===== config.mk =====
export PLATFORM = sky130hd
export DESIGN_NAME = mem_arbiter
export DESIGN_NICKNAME = d
export VERILOG_FILES = /design/src/rtl/mem_arbiter.sv
export SDC_FILE = /design/constraint.sdc
export NUM_CORES = 1
export LEC_CHECK = 0
export BUFFER_PORTS_ARGS = -buffer_cell sky130_fd_sc_hd__buf_2
export CAP_MARGIN = 30
export CORE_MARGIN = 1
export CORE_UTILIZATION = 50
export CTS_CLUSTER_SIZE = 24
export DETAILED_ROUTE_END_ITERATION = 10
export PLACE_DENSITY_LB_ADDON = 0.25
export SYNTH_ARGS = -nofsm -noshare
export SYNTH_HDL_FRONTEND = slang
export SYNTH_SLANG_ARGS = --single-unit

===== constraint.sdc =====
create_clock -name clock -period 4 [get_ports clock]
set_clock_uncertainty 0.15 [all_clocks]
set_input_delay 0.6 -clock clock [delete_from_list [all_inputs] [get_ports clock]]
set_output_delay 0.6 -clock clock [all_outputs]
set_load 0.01 [all_outputs]

===== src/rtl/mem_arbiter.sv =====
// Two-port arbiter in front of a single-port RAM: each access is IDLE -> ACCESS -> DONE.
// Define MEM_ARB_ROUND_ROBIN_EN to resolve ties round-robin; otherwise port 1 wins ties.
module mem_arbiter #(
    parameter int AW = 9,
    parameter int DW = 32
) (
    input  logic          clock,
    input  logic          reset_n,
    input  logic          req0,
    input  logic          req1,
    input  logic          we0,
    input  logic          we1,
    input  logic [AW-1:0] addr0,
    input  logic [AW-1:0] addr1,
    input  logic [DW-1:0] wdata0,
    input  logic [DW-1:0] wdata1,
    output logic          gnt0,
    output logic          gnt1,
    output logic          ack0,
    output logic          ack1,
    output logic [DW-1:0] rdata0,
    output logic [DW-1:0] rdata1,
    output logic          mem_read,
    output logic          mem_write,
    output logic [AW-1:0] mem_addr,
    output logic [DW-1:0] mem_wdata,
    input  logic [DW-1:0] mem_rdata,
    output logic          busy,
    output logic [1:0]    dbg_state
);

    typedef enum logic [1:0] {
        IDLE   = 2'd0,
        ACCESS = 2'd1,
        DONE   = 2'd2
    } state_t;

    // Handshake: req/we/addr/wdata must be held until gnt; they are sampled only at the
    // IDLE edge, gnt pulses in the ACCESS cycle, ack pulses in the DONE cycle.
    state_t state;
    logic   win;
    logic   we_l;
    logic   pick;

`ifdef MEM_ARB_ROUND_ROBIN_EN
    logic last;

    always_comb begin
        pick = req1;
        if (req0 && req1)
            pick = ~last;
    end
`else
    // Port 1 wins a tie; a lone request wins by itself.
    always_comb begin
        pick = req1;
    end
`endif

    assign dbg_state = state;

    always_ff @(posedge clock or negedge reset_n) begin
        if (!reset_n) begin
            state     <= IDLE;
            win       <= 1'b0;
            we_l      <= 1'b0;
            gnt0      <= 1'b0;
            gnt1      <= 1'b0;
            ack0      <= 1'b0;
            ack1      <= 1'b0;
            rdata0    <= '0;
            rdata1    <= '0;
            mem_read  <= 1'b0;
            mem_write <= 1'b0;
            mem_addr  <= '0;
            mem_wdata <= '0;
            busy      <= 1'b0;
`ifdef MEM_ARB_ROUND_ROBIN_EN
            last      <= 1'b1;
`endif
        end else begin
            case (state)
                IDLE: begin
                    if (req0 || req1) begin
                        win       <= pick;
                        we_l      <= pick ? we1 : we0;
                        mem_addr  <= pick ? addr1 : addr0;
                        mem_wdata <= pick ? wdata1 : wdata0;
                        gnt0      <= ~pick;
                        gnt1      <= pick;
                        mem_read  <= ~(pick ? we1 : we0);
                        mem_write <= pick ? we1 : we0;
                        busy      <= 1'b1;
                        state     <= ACCESS;
`ifdef MEM_ARB_ROUND_ROBIN_EN
                        last      <= pick;
`endif
                    end
                end
                ACCESS: begin
                    gnt0      <= 1'b0;
                    gnt1      <= 1'b0;
                    mem_read  <= 1'b0;
                    mem_write <= 1'b0;
                    ack0      <= ~win;
                    ack1      <= win;
                    // RAM output is valid by the end of the ACCESS cycle.
                    if (!we_l) begin
                        if (win)
                            rdata1 <= mem_rdata;
                        else
                            rdata0 <= mem_rdata;
                    end
                    state <= DONE;
                end
                DONE: begin
                    ack0  <= 1'b0;
                    ack1  <= 1'b0;
                    busy  <= 1'b0;
                    state <= IDLE;
                end
                default: begin
                    gnt0      <= 1'b0;
                    gnt1      <= 1'b0;
                    ack0      <= 1'b0;
                    ack1      <= 1'b0;
                    mem_read  <= 1'b0;
                    mem_write <= 1'b0;
                    busy      <= 1'b0;
                    state     <= IDLE;
                end
            endcase
        end
    end

endmodule


==> flow_summary.yaml <==
timing:
  timing.setup.tns_ns: 0
  period_needed_ns: 2.153
  rsz0062_at_grt: "no"
  drv_slew: 0
  setup_viol_count_final: 0
  fin_crit_sh_pct: 53.82
  hold_viol_final: 0
  timing.final.ws_setup_ns: 1.847
  clock.fmax_mhz: 464.5
  worst_pin_slew_ns: 0.7356
  relSlewSlack_pct: 50.96
synth:
  syn_avg_cell_area_sq_um: 16.00
  synthesis.instances: 307
  synth_top_cell_by_area: "dfrtp_1"
  synth-edff-count: 0
  synthArstFlopShare_pct: 100.0
  ys_ff_latch: 116
  synthDominantCellAreaShare_pct: 59.08
  yosysMostFrequentCell: "mux2_2"
  synth_nets: 427
  synth_area_sq_um: 4913
  yosys_warnings: 0
  post_synth_most_frequent_cells: "mux2_2 (142), dfrtp_1 (116), buf_6 (11)"
  yosysSeqAreaShare_pct: 59.08
  ys.flop_type: "dfrtp_1"
  synth_cell_types: 23
  synthTopCellsByArea: "dfrtp_1 (59%), mux2_2 (33%), buf_6 (2.5%)"
clock_tree:
  clock_path_buffers: 2
  cts_setup_buffers: 0
  hold_buffers: 0
  cts_buffers: 17
  cts_tree: "built"
  clock_latency_ns: 0.50
  clkTransAtPathRegs_ns: 0.06
  cts.sinks: 116
  cts_resized: 0
  clock-root-buffer: "clkbuf_8"
  h-tree-depth: 4
worst_setup_path:
  crit_type: "reg2reg"
  cp.required_ns: 4.22
  cp-start-kind: "flip-flop"
  endpoint_kind: "flip-flop"
  cp_max_fo: 36
  crit_chain: "nor3_4 > buf_4 > mux2_2"
  cp.arrival_ns: 2.38
  critPathMaxStageDelay_ns: 0.52
  slowest_stage: "dfrtp_1"
pwr:
  pwr-share-clk_pct: 25.7
  intPower_uw: 3714
  ir_worst_vdd_mv: 0.4290
  pwr-share-seq_pct: 37.7
  swShare_pct: 33.12
  power_density_nw_per_um2: 827.5
  finalPower_uw: 5554
  power_switching_uw: 1840
  power_leakage_uw: 0.003269
  pwr-share-comb_pct: 36.6
placed_design:
  dp_hpwl_mm: 7.839
  place.gp.congestion: 0.7274
  place_ws_ns: 1.638
  numPortBuffers: 233
  placed_cells: 657
floorplanning:
  initial_core_util_pct: 52.43
  die_area_sq_um: 10230
  core_area_sq_um: 9371
  rows: 35
  dieHeight_um: 101.1
  ios: 234
  die_x_um: 101.1
finish:
  instances_no_fill: 689
  multi_input_area_sq_um: 1848
  num_antenna_cells: 0
  layout.nets: 667
  regArea_sq_um: 2903
  fillers: 695
  drive_gt1_share_pct: 74.29
  syn_to_final_growth_pct: 36.59
global_routing:
  grt_pass1_vias: 3497
  grt_start_max_net_pins: 60
  grt_usage_pct: 22.27
  grt_overflow: 0
  grt_antenna_before_repair: 0
  grt_pass1_wl_mm: 17.09
worst_hold_path:
  hp-class: "in2async"
drt:
  wirelength_mm: 10.77
  via_per_inst: 4.878
  antenna_left: 0
  drcViolationCount: 0
  firstDrtPassIters: 4
  wire_per_inst_um: 15.63
  vias: 3361
  drt_iter0_drc: 41
outcome:
  status: "finished, final reports clean"
run:
  max_cap_violations: 0
-- per-layer routing --
metal	routed length [um]	vias up	part of all wire (%)	GRT usage (%)
li1	-	1583	-	-
met4	173	0	1.6	8.807
met3	644	15	6.0	6.487
met5	0	-	0	0
met1	4216	1634	39	25.31
met2	5737	129	53	39.56
-- final cells by class --
class / instances / area share [%]
clock buffers: 18 / 6.376
clock inverters: 14 / 2.107
inverters: 3 / 0.1678
multi-input cells: 171 / 27.54
flip-flops and latches: 116 / 43.25
well taps: 129 / 2.405
repair buffers: 238 / 18.16
-- cells in the final DEF, fill, tap and decap left out --
master	n
a211oi_1	1
nor2_1	5
nor2b_4	1
inv_1	3
mux2i_1	2
nor3_4	1
nand2b_1	1
dfrtp_1	116
a21o_1	1
inv_6	7
bufinv_16	1
clkbuf_16	16
clkinv_4	1
clkinvlp_4	4
buf_12	1
buf_4	5
buf_2	232
nand2_1	1
a21oi_1	2
inv_8	1
mux2_1	6
o21ai_0	1
or3_1	1
a22o_1	1
nor2b_1	2
o21a_1	1
clkbuf_8	2
nor3b_4	2
mux2_2	142
-- state kept, by name (all words and copies together), names as in the netlist, 2 cells and up --
name	count
dbg_state	2
rdata1	32
mem_addr	9
rdata0	32
mem_wdata	32
-- through the flow --
| stage | hold WS [ns] | utilization [%] | area [sq um] |
|---|---|---|---|
| after global placement | 0.3156 | 65.54 | 6142 |
| after detailed placement | 0.3253 | 65.54 | 6142 |
| after CTS | 0.02535 | 71.62 | 6711 |
| final | 0.006072 | 71.62 | 6711 |
| after floorplan | 0.1544 | - | 4913 |
| after global routing | 0.05992 | 71.62 | 6711 |
-- critical path, delay by kind of cell, from the launching register on --
kind                   cells  cell delay [ns]
buffers and inverters      1             0.49
AND/OR/NAND/NOR            1             0.47
flip-flops                 1             0.52
multiplexers               1             0.39
-- path summary, 6_finish.rpt --
kind                       cells past startpoint  slack [ns]             to         start
setup / recovery                               3        1.85  mem_wdata[14]  dbg_state[0]
hold / removal                                 1       0.006    mem_addr[6]       reset_n
setup reg to reg                               3        1.85  mem_wdata[14]  dbg_state[0]
hold reg to reg                                1        0.34      rdata1[4]     rdata1[4]
max in group asynchronous                      2        2.95  mem_wdata[20]       reset_n
min in group clock                             2        0.18      rdata1[3]  mem_rdata[3]
-- cell families after synthesis --
group           share of synthesized area (%)
compound gates                         0.9423
buf+inv                                 3.310
flops                                   59.08
mux                                     34.33
simple gates                            2.343
-- power by group through the flow --
stage	Clock [uW]	Combinational [uW]	Sequential (uW)
2_1_floorplan	0	992	2360
3_3_place_gp	0	2000	2080
3_5_place_dp	0	2070	2110
4_1_cts	1450	2070	2100
5_1_grt	1510	2190	2180
6_report	1430	2030	2090
Power figures use the tool's default switching activity.
